$ cat config.mk
export PLATFORM = sky130hd
export DESIGN_NAME = xbar_cfg_sequencer
export DESIGN_NICKNAME = d
export VERILOG_FILES = /design/src/rtl/xbar_cfg_sequencer_pkg.sv /design/src/rtl/xbar_cfg_sequencer_ctx.sv /design/src/rtl/xbar_cfg_sequencer.sv
export SDC_FILE = /design/constraint.sdc
export NUM_CORES = 1
export LEC_CHECK = 0
export CORE_MARGIN = 3
export CORE_UTILIZATION = 61
export DETAILED_ROUTE_END_ITERATION = 7
export DONT_BUFFER_PORTS = 1
export GPL_TIMING_DRIVEN = 0
export PLACE_DENSITY = 0.86
export RECOVER_POWER = 25
export REMOVE_ABC_BUFFERS = 1
export SETUP_SLACK_MARGIN = 0.4
export SYNTH_ARGS = -nofsm -noshare
export SYNTH_HDL_FRONTEND = slang
export SYNTH_HIERARCHICAL = 1
export SYNTH_SLANG_ARGS = --single-unit
$ cat constraint.sdc
create_clock -name clk -period 2.6 [get_ports clk]
set_clock_uncertainty 0.1 [all_clocks]
set_input_delay 0.65 -clock clk [delete_from_list [all_inputs] [get_ports clk]]
set_output_delay 0.65 -clock clk [all_outputs]
set_load 0.01 [all_outputs]
$ cat src/rtl/xbar_cfg_sequencer_pkg.sv
// Shared definitions for the crossbar configuration sequencer and the crossbar itself.
// Holds the default crossbar geometry, the per-output select vector type and the
// sequencer FSM state encoding.
package xbar_cfg_sequencer_pkg;

    localparam int XBAR_NUM_INPUTS  = 14;
    localparam int XBAR_NUM_OUTPUTS = 16;
    localparam int XBAR_NUM_CTX     = 8;
    localparam int XBAR_SEL_W       = $clog2(XBAR_NUM_INPUTS);

    // One select field per crossbar output; field k drives output k.
    typedef logic [XBAR_NUM_OUTPUTS-1:0][XBAR_SEL_W-1:0] sel_vec_t;

    typedef enum logic [1:0] {
        ST_IDLE = 2'd0,
        ST_RUN  = 2'd1,
        ST_DONE = 2'd2
    } seq_state_e;

endpackage

$ cat src/rtl/xbar_cfg_sequencer_ctx.sv
// Context table: NUM_CTX select vectors in flops, one synchronous write port and
// one combinational read port. Reset loads every entry with the identity mapping.
// Ports: i_we/i_waddr/i_wdata write at the rising edge; i_raddr -> o_rdata same cycle.
module xbar_ctx_table
    import xbar_cfg_sequencer_pkg::*;
#(
    parameter  int NUM_INPUTS  = XBAR_NUM_INPUTS,
    parameter  int NUM_OUTPUTS = XBAR_NUM_OUTPUTS,
    parameter  int NUM_CTX     = XBAR_NUM_CTX,
    localparam int SEL_W       = $clog2(NUM_INPUTS),
    localparam int CTX_W       = $clog2(NUM_CTX)
) (
    input  logic                              clk,
    input  logic                              rst_n,
    input  logic                              i_we,
    input  logic [CTX_W-1:0]                  i_waddr,
    input  logic [NUM_OUTPUTS-1:0][SEL_W-1:0] i_wdata,
    input  logic [CTX_W-1:0]                  i_raddr,
    output logic [NUM_OUTPUTS-1:0][SEL_W-1:0] o_rdata
);

    logic [NUM_OUTPUTS-1:0][SEL_W-1:0] r_tbl [NUM_CTX];
    logic [NUM_OUTPUTS-1:0][SEL_W-1:0] w_ident;

    // Identity: output k selects input k mod NUM_INPUTS.
    for (genvar k = 0; k < NUM_OUTPUTS; k++) begin : g_ident
        assign w_ident[k] = SEL_W'(k % NUM_INPUTS);
    end

    always_ff @(posedge clk or negedge rst_n) begin
        if (!rst_n) begin
            for (int e = 0; e < NUM_CTX; e++) begin
                r_tbl[e] <= w_ident;
            end
        end else if (i_we) begin
            r_tbl[i_waddr] <= i_wdata;
        end
    end

    assign o_rdata = r_tbl[i_raddr];

endmodule

$ cat src/rtl/xbar_cfg_sequencer.sv
// Crossbar configuration sequencer: replays num_ctx stored contexts onto the crossbar
// select lines, repeat_cnt+1 passes, one context per cycle, then pulses done_o.
// Ports: cfg_* write the context table; start/num_ctx/repeat_cnt/stop control the run;
// select_o/cb_en_o/ctx_idx_o drive the crossbar; busy_o/done_o/err_o report status.
module xbar_cfg_sequencer
    import xbar_cfg_sequencer_pkg::*;
#(
    parameter  int NUM_INPUTS  = XBAR_NUM_INPUTS,
    parameter  int NUM_OUTPUTS = XBAR_NUM_OUTPUTS,
    parameter  int NUM_CTX     = XBAR_NUM_CTX,
    localparam int SEL_W       = $clog2(NUM_INPUTS),
    localparam int CTX_W       = $clog2(NUM_CTX),
    localparam int NUMC_W      = CTX_W + 1
) (
    input  logic                              clk,
    input  logic                              rst_n,
    input  logic                              cfg_we,
    input  logic [CTX_W-1:0]                  cfg_addr,
    input  logic [NUM_OUTPUTS-1:0][SEL_W-1:0] cfg_data,
    input  logic                              start,
    input  logic [NUMC_W-1:0]                 num_ctx,
    input  logic [7:0]                        repeat_cnt,
    input  logic                              stop,
    output logic [NUM_OUTPUTS-1:0][SEL_W-1:0] select_o,
    output logic                              cb_en_o,
    output logic [CTX_W-1:0]                  ctx_idx_o,
    output logic                              busy_o,
    output logic                              done_o,
    output logic                              err_o
);

    localparam logic [1:0] S_IDLE = ST_IDLE;
    localparam logic [1:0] S_RUN  = ST_RUN;
    localparam logic [1:0] S_DONE = ST_DONE;

    logic [1:0]                        r_state;
    logic [NUMC_W-1:0]                 r_num;
    logic [7:0]                        r_rep;
    logic [7:0]                        r_pass;
    logic [CTX_W-1:0]                  r_ctx;

    logic                              w_num_ok;
    logic                              w_addr_ok;
    logic                              w_tbl_we;
    logic                              w_last_ctx;
    logic                              w_last_pass;
    logic [NUM_OUTPUTS-1:0][SEL_W-1:0] w_rd_data;
    logic [NUM_OUTPUTS-1:0][SEL_W-1:0] w_ident;

    for (genvar k = 0; k < NUM_OUTPUTS; k++) begin : g_ident
        assign w_ident[k] = SEL_W'(k % NUM_INPUTS);
    end

    assign w_num_ok    = (num_ctx != '0) && (32'(num_ctx) <= NUM_CTX);
    assign w_addr_ok   = 32'(cfg_addr) < NUM_CTX;
    // Writes are only safe while the table is not being replayed.
    assign w_tbl_we    = cfg_we && w_addr_ok && (r_state != S_RUN);
    assign w_last_ctx  = ({1'b0, r_ctx} == (r_num - NUMC_W'(1)));
    assign w_last_pass = (r_pass == r_rep);
    assign busy_o      = (r_state == S_RUN);

    xbar_ctx_table #(
        .NUM_INPUTS  (NUM_INPUTS),
        .NUM_OUTPUTS (NUM_OUTPUTS),
        .NUM_CTX     (NUM_CTX)
    ) u_ctx_table (
        .clk     (clk),
        .rst_n   (rst_n),
        .i_we    (w_tbl_we),
        .i_waddr (cfg_addr),
        .i_wdata (cfg_data),
        .i_raddr (r_ctx),
        .o_rdata (w_rd_data)
    );

    always_ff @(posedge clk or negedge rst_n) begin
        if (!rst_n) begin
            r_state   <= S_IDLE;
            r_num     <= '0;
            r_rep     <= '0;
            r_pass    <= '0;
            r_ctx     <= '0;
            select_o  <= w_ident;
            ctx_idx_o <= '0;
            cb_en_o   <= 1'b0;
            done_o    <= 1'b0;
            err_o     <= 1'b0;
        end else begin
            cb_en_o <= 1'b0;
            done_o  <= 1'b0;
            // Rejected requests: bad start length from IDLE, any write in RUN, any
            // out-of-range write address. Starts outside IDLE are silently ignored.
            err_o   <= (cfg_we && (!w_addr_ok || (r_state == S_RUN))) ||
                       (start && (r_state == S_IDLE) && !w_num_ok);
            case (r_state)
                S_IDLE: begin
                    if (start && w_num_ok) begin
                        r_state <= S_RUN;
                        r_num   <= num_ctx;
                        r_rep   <= repeat_cnt;
                        r_ctx   <= '0;
                        r_pass  <= '0;
                    end
                end
                S_RUN: begin
                    // Stop wins over completion: no final context, no done pulse.
                    if (stop) begin
                        r_state <= S_IDLE;
                    end else begin
                        select_o  <= w_rd_data;
                        ctx_idx_o <= r_ctx;
                        cb_en_o   <= 1'b1;
                        if (w_last_ctx) begin
                            r_ctx <= '0;
                            if (w_last_pass) begin
                                r_state <= S_DONE;
                            end else begin
                                r_pass <= r_pass + 8'd1;
                            end
                        end else begin
                            r_ctx <= r_ctx + CTX_W'(1);
                        end
                    end
                end
                S_DONE: begin
                    done_o  <= 1'b1;
                    r_state <= S_IDLE;
                end
                default: begin
                    r_state <= S_IDLE;
                end
            endcase
        end
    end

endmodule

==> impl_metrics.toml <==
[status]
status = "finished, violations left"
violations = "hold timing, slew limit"

[die]
io_pins = 155
dieArea_um2 = 46800
core_um2 = 43400
num_rows = 76
start_util_pct = 62.3
die_w_um = 216
die_h_um = 216

[timing]
rsz0062_at_grt = "true"
slew_headroom_pct = -29.1
clock.fmax_mhz = 388
worst_pin_slew_ns = 1.94
final.setup.tns_ns = 0
worst_slack_ns = 0.0196
finalSetupViolCount = 0
hold-worst-slack_ns = -0.363
post-route-period-util_pct = 99.2
period_needed_ns = 2.58
drv_slew = 236
hold_viol = 271

[route]
wl_per_cell_um = 32.2
drt_iter0_drc = 2082
ant_nets = 0
routed_wl_um = 81900
via_per_inst = 6.77
vias = 17200
drc = 0
dr.pass1.iters = 5

[cts]
cts.htree.levels = 2
clk_path_buf_depth = 3
cts_tree = "yes"
cts_root_buffer = "clkbuf_16"
clock_sinks = 607
clkLatencyLatePin_ns = 0.63
cts_buffers = 60
cts.clk_slew.worst_paths_ns = 0.07

[worst_setup_path]
crit_fanout = 5
crit_type = "register to register"
required_ns = 2.95
end_kind = "register"
arrival_ns = 2.93
cp-start-kind = "register"

[logic_synthesis]
yosysWarnings = 6
yosys.area.top_type_share_pct = 34.6
syn-cell-area_um2 = 27000
yosysMostFrequentCell = "mux2_2"
yosysSeqAreaShare_pct = 57.3
netlist_top_cells_count = "576 x mux2_2, 373 x dfrtp_1, 240 x nand2_1"
ys_types = 44
synth-main-ff-cell = "dfrtp_1"
async_flop_share_pct = 100
synth_area_leader_cell = "dfrtp_1"
netlist_instances = 1753
yosys_register_bits = 607
syn_area_per_cell_um2 = 15.4
synth_area_leaders = "dfrtp_1 35%, mux2_2 24%, dfstp_2 23%"
synth_enable_flop_cells = 0

[pwr]
clkPwrFrac_pct = 25.3
p_comb_share_pct = 31.1
intPower_mw = 24.9
p_leak_nw = 14.7
switching_share_pct = 29.5
switchingPower_mw = 10.4
p_seq_share_pct = 43.6
total_power_mw = 35.3
power_density_nw_per_um2 = 1060
vdd_drop_max_mv = 0.730

[grt]
grt_antenna_before_repair = 3
grt_pass1_vias = 17800
grt_max_degree = 608
grt_pass1_wl_um = 108000
gr-usage-all-layers_pct = 30.3
overflow = 0

[place]
place_congestion = 0.786
io_buffers = 0
pre_cts_ws_ns = -1.44
dp.cells = 2274
dpl.hpwl_um = 34100

[worst_hold_path]
hold_class = "input port to asynchronous set/reset pin"

[cells_and_area]
fillerInstances = 2258
layout.nets = 1993
synthToLayoutAreaGrowth_pct = 23.7
drive_gt1_share_pct = 65.4
n_antenna_cell = 0
final_core_util_pct = 77.0
post_layout_nonfiller_instances = 2543

[run]
maxCapViolCount = 0
## cell usage in the layout, fill, tap and decap left out, types with 4 or more instances in the layout
cell and n:
dfrtp_1 369, mux2_2 355, nand2_1 239, dfstp_2 234, mux2_4 221, mux4_2 128, clkbuf_16 76, buf_4 54
buf_12 41, buf_6 41, buf_16 26, clkbuf_1 17, clkinv_2 16, buf_8 15, clkbuf_8 10, xnor2_1 8
o21ai_0 7, and4bb_4 6, nand3_1 5, bufinv_16 5, nor2_1 4, o31ai_2 4, nand4_1 4, or4_4 4
a21oi_2 4
## stage by stage
stage / instance area [µm²] / hold slack, ns
after global routing: 33400 / -0.387
after CTS: 31500 / -0.393
after global placement: 27100 / 0.280
after floorplan: 26400 / 0.254
after detailed placement: 28000 / 0.281
final: 33400 / -0.363
## final timing paths
path                                                      end                     start  cells after the start  slack (ns)
max in group asynchronous  u_ctx_table/r_tbl[475]$_DFFE_PN0P_                     rst_n                      0        1.24
min reg2reg                          select_o[28]$_DFFE_PN1P_  select_o[28]$_DFFE_PN1P_                      2        0.38
max reg2reg                             r_pass[0]$_DFFE_PN0P_      r_num[0]$_DFFE_PN0P_                      9        0.02
max                                     r_pass[0]$_DFFE_PN0P_      r_num[0]$_DFFE_PN0P_                      9        0.02
min in group clk                         r_num[3]$_DFFE_PN0P_                num_ctx[2]                      1        0.03
min                                   select_o[2]$_DFFE_PN0P_                     rst_n                      0       -0.36
## cell families (layout without fill, tap and decap cells)
logic type / Yosys count / count (layout) / share of synthesized area, %
AOI/OAI and AO/OA: 28 / 30 / 0.672
xor gates and xnor gates: 11 / 11 / 0.357
adders and majority gates: 3 / 3 / 0.139
buffers and inverters: 117 / 315 / 2.35
DFF: 607 / 607 / 57.3
muxes: 706 / 706 / 34.8
and+or+nand+nor: 281 / 286 / 4.37
## worst max-delay path, cell delays in order, from the launching register on
cell and delay [ns]:
dfrtp_1 0.41, inv_2 0.09, ha_4 0.30, xor2_2 0.15, nand2_2 0.09, buf_6 0.13, buf_6 0.11, a211o_4 0.31
o211ai_1 0.48, nand3_4 0.23
## area by class of cell
cell class	count	area, µm²	area share (%)
clock inverter	26	273	0.817
sequential	607	15500	46.4
timing repair buffer	193	3040	9.09
timing repair inverter	2	32.5	0.0974
multi-input combinational	1036	12100	36.1
tap	585	732	2.19
inverter	6	48.8	0.146
clock buffer	88	1730	5.17
## metal layers
metal	track usage [%]	part of all wire, %	vias to the layer above
met5	0	0.033	-
met3	7.54	9.3	325
met4	12.0	5.7	4
met1	39.0	37	9229
met2	50.3	48	972
li1	-	-	6692
## sequential cells by signal (all words and copies together) (netlist names)
name and cells:
r_ctx 3, select_o 64, err_o 1, cb_en_o 1, ctx_idx_o 3, u_ctx_table/r_tbl 512
done_o 1, r_pass 8, r_rep 8, r_num 4, r_state 2
## power by group through the flow
stage | Clock [mW] | Combinational [mW] | Sequential, mW
after floorplan | 0 | 6.42 | 15.1
after global placement | 0 | 6.33 | 15.6
after detailed placement | 0 | 8.33 | 15.4
after CTS | 8.91 | 9.61 | 15.0
after global routing | 9.41 | 11.5 | 15.6
final | 8.93 | 11.0 | 15.4
## what timing repair did
item,4_1_cts,5_1_grt
gates cloned,17,20
buffers inserted,73,45
endpoints found under the hold margin,607,432
gates resized for setup,124,274
setup endpoints to repair,594,455
pin swaps,14,22
Power figures use the tool's default switching activity.
